### config.mk
export PLATFORM = sky130hd
export DESIGN_NAME = core_encode
export DESIGN_NICKNAME = d
export VERILOG_FILES = /design/src/rtl/core_encode.sv
export SDC_FILE = /design/constraint.sdc
export NUM_CORES = 1
export LEC_CHECK = 0
export ABC_CLOCK_PERIOD_IN_PS = 7450
export BUFFER_PORTS_ARGS = -buffer_cell sky130_fd_sc_hd__buf_4
export CAP_MARGIN = 10
export CORE_MARGIN = 10
export CORE_UTILIZATION = 41
export DETAILED_ROUTE_END_ITERATION = 8
export SETUP_SLACK_MARGIN = 0.4
export SYNTH_ARGS = -nofsm -noshare
export SYNTH_HDL_FRONTEND = slang
export SYNTH_SLANG_ARGS = --single-unit
### constraint.sdc
create_clock -name clk -period 7.45 [get_ports clk]
set_input_delay 1.49 -clock clk [delete_from_list [all_inputs] [get_ports clk]]
set_output_delay 1.49 -clock clk [all_outputs]
set_load 0.02 [all_outputs]
### src/rtl/core_encode.sv
// core_encode: RV32I (+F subset, +custom IN/OUT) instruction encoder that
// feeds a 4-entry output FIFO.
//
// Ports
//   clk, rst_n            clock, asynchronous active-low reset
//   in_valid / in_ready   request handshake; in_ready is high while the FIFO has room
//   op, rd, rs1, rs2, imm operation index (0..47 legal) and operand fields;
//                         imm is a byte offset for branches and jumps
//   out_valid / out_ready FIFO-head handshake; out_inst is the encoded word at the head
//   count                 FIFO occupancy, 0..4
//   err, err_clr          sticky error flag and its clear
//   err_cnt               rejected-request count, saturates at 255
//   out_cnt               words delivered, wraps at 16 bits
module core_encode (
    input  logic               clk,
    input  logic               rst_n,
    input  logic               in_valid,
    output logic               in_ready,
    input  logic [5:0]         op,
    input  logic [4:0]         rd,
    input  logic [4:0]         rs1,
    input  logic [4:0]         rs2,
    input  logic signed [31:0] imm,
    output logic               out_valid,
    input  logic               out_ready,
    output logic [31:0]        out_inst,
    output logic [2:0]         count,
    output logic               err,
    input  logic               err_clr,
    output logic [7:0]         err_cnt,
    output logic [15:0]        out_cnt
);

    typedef enum logic [2:0] {
        FMT_I, FMT_SH, FMT_R, FMT_B, FMT_S, FMT_J, FMT_U, FMT_IO
    } fmt_t;

    localparam logic [6:0] OPC_OPIMM  = 7'b0010011;
    localparam logic [6:0] OPC_OP     = 7'b0110011;
    localparam logic [6:0] OPC_BRANCH = 7'b1100011;
    localparam logic [6:0] OPC_LOAD   = 7'b0000011;
    localparam logic [6:0] OPC_STORE  = 7'b0100011;
    localparam logic [6:0] OPC_JALR   = 7'b1100111;
    localparam logic [6:0] OPC_JAL    = 7'b1101111;
    localparam logic [6:0] OPC_AUIPC  = 7'b0010111;
    localparam logic [6:0] OPC_LUI    = 7'b0110111;
    localparam logic [6:0] OPC_FLW    = 7'b0000111;
    localparam logic [6:0] OPC_FSW    = 7'b0100111;
    localparam logic [6:0] OPC_FP     = 7'b1010011;
    localparam logic [6:0] OPC_IO     = 7'b0000001;
    localparam logic [6:0] F7_ALT     = 7'b0100000;

    function automatic logic [7:0] sat_inc(input logic [7:0] v);
        return (v == 8'hFF) ? v : v + 8'd1;
    endfunction

    fmt_t        fmt;
    logic [6:0]  opc;
    logic [2:0]  f3;
    logic [6:0]  f7;
    logic        op_ok;
    logic        range_ok;
    logic [31:0] word;

    // Operation decode: format plus opcode/func3/func7 for each index.
    always_comb begin
        fmt   = FMT_R;
        opc   = '0;
        f3    = '0;
        f7    = '0;
        op_ok = 1'b1;
        case (op)
            6'd0:  begin fmt = FMT_I;  opc = OPC_OPIMM; f3 = 3'b000; end
            6'd1:  begin fmt = FMT_I;  opc = OPC_OPIMM; f3 = 3'b010; end
            6'd2:  begin fmt = FMT_I;  opc = OPC_OPIMM; f3 = 3'b011; end
            6'd3:  begin fmt = FMT_I;  opc = OPC_OPIMM; f3 = 3'b100; end
            6'd4:  begin fmt = FMT_I;  opc = OPC_OPIMM; f3 = 3'b110; end
            6'd5:  begin fmt = FMT_I;  opc = OPC_OPIMM; f3 = 3'b111; end
            6'd6:  begin fmt = FMT_SH; opc = OPC_OPIMM; f3 = 3'b001; end
            6'd7:  begin fmt = FMT_SH; opc = OPC_OPIMM; f3 = 3'b101; end
            6'd8:  begin fmt = FMT_SH; opc = OPC_OPIMM; f3 = 3'b101; f7 = F7_ALT; end
            6'd9:  begin opc = OPC_OP; f3 = 3'b000; end
            6'd10: begin opc = OPC_OP; f3 = 3'b000; f7 = F7_ALT; end
            6'd11: begin opc = OPC_OP; f3 = 3'b001; end
            6'd12: begin opc = OPC_OP; f3 = 3'b010; end
            6'd13: begin opc = OPC_OP; f3 = 3'b011; end
            6'd14: begin opc = OPC_OP; f3 = 3'b100; end
            6'd15: begin opc = OPC_OP; f3 = 3'b101; end
            6'd16: begin opc = OPC_OP; f3 = 3'b101; f7 = F7_ALT; end
            6'd17: begin opc = OPC_OP; f3 = 3'b110; end
            6'd18: begin opc = OPC_OP; f3 = 3'b111; end
            6'd19: begin fmt = FMT_B; opc = OPC_BRANCH; f3 = 3'b000; end
            6'd20: begin fmt = FMT_B; opc = OPC_BRANCH; f3 = 3'b001; end
            6'd21: begin fmt = FMT_B; opc = OPC_BRANCH; f3 = 3'b100; end
            6'd22: begin fmt = FMT_B; opc = OPC_BRANCH; f3 = 3'b101; end
            6'd23: begin fmt = FMT_B; opc = OPC_BRANCH; f3 = 3'b110; end
            6'd24: begin fmt = FMT_B; opc = OPC_BRANCH; f3 = 3'b111; end
            6'd25: begin fmt = FMT_I; opc = OPC_LOAD; f3 = 3'b000; end
            6'd26: begin fmt = FMT_I; opc = OPC_LOAD; f3 = 3'b001; end
            6'd27: begin fmt = FMT_I; opc = OPC_LOAD; f3 = 3'b010; end
            6'd28: begin fmt = FMT_I; opc = OPC_LOAD; f3 = 3'b100; end
            6'd29: begin fmt = FMT_I; opc = OPC_LOAD; f3 = 3'b101; end
            6'd30: begin fmt = FMT_S; opc = OPC_STORE; f3 = 3'b000; end
            6'd31: begin fmt = FMT_S; opc = OPC_STORE; f3 = 3'b001; end
            6'd32: begin fmt = FMT_S; opc = OPC_STORE; f3 = 3'b010; end
            6'd33: begin fmt = FMT_I; opc = OPC_JALR; f3 = 3'b000; end
            6'd34: begin fmt = FMT_J; opc = OPC_JAL; end
            6'd35: begin fmt = FMT_U; opc = OPC_AUIPC; end
            6'd36: begin fmt = FMT_U; opc = OPC_LUI; end
            6'd37: begin fmt = FMT_I; opc = OPC_FLW; f3 = 3'b010; end
            6'd38: begin fmt = FMT_S; opc = OPC_FSW; f3 = 3'b010; end
            6'd39: begin opc = OPC_FP; f7 = 7'b0000000; end
            6'd40: begin opc = OPC_FP; f7 = 7'b0000100; end
            6'd41: begin opc = OPC_FP; f7 = 7'b0001000; end
            6'd42: begin opc = OPC_FP; f7 = 7'b0001100; end
            6'd43: begin opc = OPC_FP; f7 = 7'b1010000; f3 = 3'b010; end
            6'd44: begin opc = OPC_FP; f7 = 7'b1010000; f3 = 3'b001; end
            6'd45: begin opc = OPC_FP; f7 = 7'b1010000; f3 = 3'b000; end
            6'd46: begin fmt = FMT_IO; opc = OPC_IO; f3 = 3'b000; end
            6'd47: begin fmt = FMT_IO; opc = OPC_IO; f3 = 3'b001; end
            default: op_ok = 1'b0;
        endcase
    end

    // Field assembly and immediate range check. A field is representable
    // when every bit above its sign bit repeats that sign bit.
    always_comb begin
        word     = '0;
        range_ok = 1'b1;
        case (fmt)
            FMT_I: begin
                word     = {imm[11:0], rs1, f3, rd, opc};
                range_ok = (&imm[31:11]) | ~(|imm[31:11]);
            end
            FMT_SH: begin
                word     = {f7, imm[4:0], rs1, f3, rd, opc};
                range_ok = ~(|imm[31:5]);
            end
            FMT_R:  word = {f7, rs2, rs1, f3, rd, opc};
            FMT_B: begin
                word     = {imm[12], imm[10:5], rs2, rs1, f3, imm[4:1], imm[11], opc};
                range_ok = ((&imm[31:12]) | ~(|imm[31:12])) & ~imm[0];
            end
            FMT_S: begin
                word     = {imm[11:5], rs2, rs1, f3, imm[4:0], opc};
                range_ok = (&imm[31:11]) | ~(|imm[31:11]);
            end
            FMT_J: begin
                word     = {imm[20], imm[10:1], imm[11], imm[19:12], rd, opc};
                range_ok = ((&imm[31:20]) | ~(|imm[31:20])) & ~imm[0];
            end
            FMT_U: begin
                word     = {imm[31:12], rd, opc};
                range_ok = ~(|imm[11:0]);
            end
            FMT_IO: word = {17'b0, f3, rd, opc};
            default: word = '0;
        endcase
    end

    logic [31:0] fifo_mem [4];
    logic [1:0]  wr_ptr;
    logic [1:0]  rd_ptr;
    logic        accept;
    logic        push;
    logic        pop;
    logic        bad;

    assign in_ready  = (count != 3'd4);
    assign out_valid = (count != 3'd0);
    // Gate the head with occupancy so an empty or reset FIFO reads as zero
    // without clearing the storage array itself.
    assign out_inst  = out_valid ? fifo_mem[rd_ptr] : 32'd0;
    assign accept    = in_valid & in_ready;
    assign push      = accept & op_ok & range_ok;
    assign bad       = accept & ~(op_ok & range_ok);
    assign pop       = out_valid & out_ready;

    // Storage stage: data only, no reset.
    always_ff @(posedge clk) begin
        if (push) fifo_mem[wr_ptr] <= word;
    end

    // Control stage: pointers, occupancy, counters, error state.
    always_ff @(posedge clk or negedge rst_n) begin
        if (!rst_n) begin
            wr_ptr  <= '0;
            rd_ptr  <= '0;
            count   <= '0;
            out_cnt <= '0;
            err     <= 1'b0;
            err_cnt <= '0;
        end else begin
            if (push) wr_ptr <= wr_ptr + 2'd1;
            if (pop) begin
                rd_ptr  <= rd_ptr + 2'd1;
                out_cnt <= out_cnt + 16'd1;
            end
            count <= count + {2'b00, push} - {2'b00, pop};
            // A new rejection in the clearing cycle counts as the first one.
            if (err_clr) begin
                err     <= bad;
                err_cnt <= bad ? 8'd1 : 8'd0;
            end else if (bad) begin
                err     <= 1'b1;
                err_cnt <= sat_inc(err_cnt);
            end
        end
    end

endmodule

==> impl_results.md <==
- Post-synthesis mux area share: about a tenth
- Cts hold-fix bufs: 0
- Least-Margin Pin Slew: ~1100 ps
- Relative slew margins: between 20% and 30%
- Final min period: 5040 ps
- Total number of vias: about 5500
- Num rows: 50
- Chain of cells forming the critical path: buf_4, nor2b_1, nand2_1, a222oi_1, o21ai_1, a31oi_1, and2_1, buf_4
- Area after DPL: approximately 0.0090 sq mm
- Maximum count of clock buffers along a single path: 2
- Worst Path Required: 7550 ps
- Arrival time at the worst endpoint: 5140 ps
- Die Area: 0.0253 sq mm
- TritonCTS clock tree: yes
- Average wire per cell in the routed design: between 20 and 25 um
- Kind of cell adding the most delay to the critical path: simple AND/OR/NAND/NOR gates
- Static power due to leakage: about 3.5 nW
- Net Count, Synth: ~670
- Seq pwr share: ~38%
- Number of synthesis warnings: 0
- Portion of total power attributed to the clock network: approximately 28%
- Nets: 774
- Fin. max-slew vios: 0
- Average cell area after synthesis: approximately 13 sq um
- Post-synthesis cell count: about 610
- Vias per cell: 5.62
- Diode count: 0
- Number of fill cells in the layout: roughly 1600
- WS Path Type: input port to flop
- Fraction of the core area covered by cells at the end of the flow: 50.9%
- Area of the core region: about 0.019 sq mm
- Clk sinks: 160
- Adder and majority gate portion of the synthesized area: 1.64%
- Simple-gate share of the synthesized area: about an eighth
- Post-route clock period utilization: approximately two thirds
- Setup bufs post-CTS: 0
- Largest vdd supply drop: approximately 140 uV
- Clock-pin slew on the worst setup and hold paths: 60 ps
- Detailed-route DRC error count: 0
- Critical path's slowest cell: and2_1
- Register-to-register path setup slack: approximately 4600 ps
- Setup TNS: 0 ps
- Setup violation total in the final timing report: 0
- Skew final: roughly 9.6 ps
- Combined buffer and inverter count along the critical path: 2
- Dominant combinational cell family by area after synthesis: simple AND/OR/NAND/NOR gates
- Maximum level of the CTS H-tree: 4
- DRT iter0 DRCs: between 600 and 700
- Pwr dens: ~320 mW/mm^2
- Achievable clock frequency: 198 MHz
- Maximum number of pins on one net before global-route repair: 49
- Netlist Area Pre-Place: between 0.007 and 0.008 sq mm
- Switching share of power: between 30% and 40%
- WL final: around 21 mm
- Kind of end point of the critical path: flop
- Fraction of synthesis flops using an asynchronous set or reset pin: 20.0%
- Unrepaired setup endpoints after global routing: false
- Source-to-sink clock delay at the later pin of the worst-skew pair: ~410 ps
- Die Y-Extent: roughly 160 um
- Cell Int Power: 0.00207 W
- Number of synthesized register bits: 160
- Weighted congestion at the end of routability-driven global placement: around 0.92
- Number of top-level pins: 120
- Sequential fraction of the synthesis area: around 60%
- Critical path's most frequent cell: buf_4
- Largest fanout on the critical path: 27
- Initial antenna violation count: 0
- GR Util All Layers: between 10% and 20%
- PostCTS Resize Cnt: 0
- DRT antenna net count: 0
- Most used flip-flop cell after synthesis: edfxtp_1
- Number of flops mapped to enable cells by yosys: between 100 and 150
- Signed area change from the synthesized netlist to the final layout: 21.1%
- CTS root buffer: clkbuf_16
- Delay of the slowest cell on the worst path: 920 ps
- Fraction of layout instances using a drive strength above 1: 27.6%
- Net switching component of the power: 0.000989 W
- Half-perimeter wire length after placement: roughly 15 mm
- Critical path launch point type: input port
- Number of maximum-capacitance constraint violations: 0
- Share of the synthesized area in compound gates (AO/OA/AOI/OAI): 10.6%
- Number of buffers inserted during clock tree synthesis: 17
- Min-delay worst type: flop to flop
- Power consumption: about 0.0031 W
- Width of the die: ~160 um
- Power share of the combinational group: roughly 35%
- Number of library cell types mapped by synthesis: 62
- Starting density of the core: 42.1%
- Post-route cell area: between 0.009 and 0.01 sq mm
- Post-synthesis share of cell area spent on xor and xnor gates: around 2.3%
- Total of buffers placed on input and output ports: about 120
- Total global routing overflow: 0
- Run status: finished, final reports clean
- Count of TritonRoute iterations in the first routing pass: 5
- First-pass GRT wire length: between 30 and 40 mm
- Number of hold-slack violations in the final timing report: 0
- Vias in the first global route: between 5000 and 6000
[power by group through the flow]
stage	Sequential (W)	Combinational, W	Clock [W]
final	0.00115	0.00106	0.000855
after global routing	0.00116	0.00115	0.000909
after CTS	0.00115	0.00108	0.000868
after detailed placement	0.00116	0.00108	0
after global placement	0.00116	0.00107	0
after floorplan	0.00114	0.000671	0
[cell usage after synthesis (all sizes together), types with 7 or more instances]
master | instances | area, sq um
edfxtp | 128 | 3840
nand4 | 13 | 81.3
a22o | 9 | 78.8
buf | 20 | 96.3
nor2 | 21 | 78.8
xnor2 | 16 | 140
o21ai | 28 | 140
nand2 | 44 | 165
nand3 | 13 | 65.1
and3 | 9 | 56.3
ha | 8 | 100
a21oi | 27 | 135
inv | 20 | 75.1
mux4 | 32 | 721
nor2b | 40 | 250
dfrtp | 32 | 801
nor4 | 7 | 43.8
nor3 | 11 | 55.1
clkbuf | 25 | 93.8
[logic make-up after synthesis]
| kind of cell | count (synthesis) |
|---|---|
| compound gates | 120 |
| xor+xnor | 21 |
| fa+ha+maj | 10 |
| buf+inv | 65 |
| flops | 160 |
| mux | 41 |
| simple gates | 190 |
[layout by cell type (no fill, tap or decap), drive strengths merged, types with 16 or more instances in the layout]
master / netlist / final
edfxtp: 128 / 128
buf: 20 / 126
nand2: 44 / 44
nor2b: 40 / 40
mux4: 32 / 32
dfrtp: 32 / 32
o21ai: 28 / 28
a21oi: 27 / 27
nor2: 21 / 21
clkbuf: 25 / 21
inv: 20 / 20
xnor2: 16 / 16
[stage by stage]
stage,std cells,worst slack [ps],hold slack (ps)
finish,980,2410,473
global route,980,2120,497
CTS,980,2470,477
detailed placement,948,2020,467
global placement,948,2210,461
floorplan,607,3030,580
[final timing paths]
check                          start               to  cells past startpoint
min                        rd_ptr[0]        rd_ptr[0]                      1
max in group asynchronous      rst_n        rd_ptr[1]                      1
min reg2reg                rd_ptr[0]        rd_ptr[0]                      1
max reg2reg                 count[1]  fifo_mem[0][16]                      6
min in group asynchronous      rst_n       out_cnt[8]                      1
max                            op[4]  fifo_mem[0][16]                      8
[flip-flops by register name (all words and copies together), names as in the netlist]
name	count
fifo_mem	128
err	1
wr_ptr	2
out_cnt	16
count	3
err_cnt	8
rd_ptr	2
[worst register-to-register path: cells and delay by family, from the launching register on]
family / cells / cell delay (ps)
AND/OR/NAND/NOR: 4 / 1210
buffers and inverters: 1 / 380
flip-flops: 1 / 480
AO/OA/AOI/OAI: 1 / 480
[layer usage]
metal	up-vias	global-route usage, %	wire length (um)
met2	209	25.8	10100
li1	2539	-	-
met1	2736	22.3	9250
met4	0	5.52	387
met5	-	0	0
met3	21	3.38	1290
[area by class of cell]
| class | count | area, sq um | share of cell area (%) |
|---|---|---|---|
| sequential | 160 | 4650 | 48.5 |
| multi-input combinational | 382 | 3020 | 31.4 |
| timing repair buffer | 126 | 946 | 9.86 |
| clock buffer | 21 | 440 | 4.59 |
| tap | 260 | 325 | 3.39 |
| clock inverter | 11 | 140 | 1.46 |
| inverter | 20 | 75.1 | 0.783 |
No activity file was read; power rests on OpenSTA's default activity.
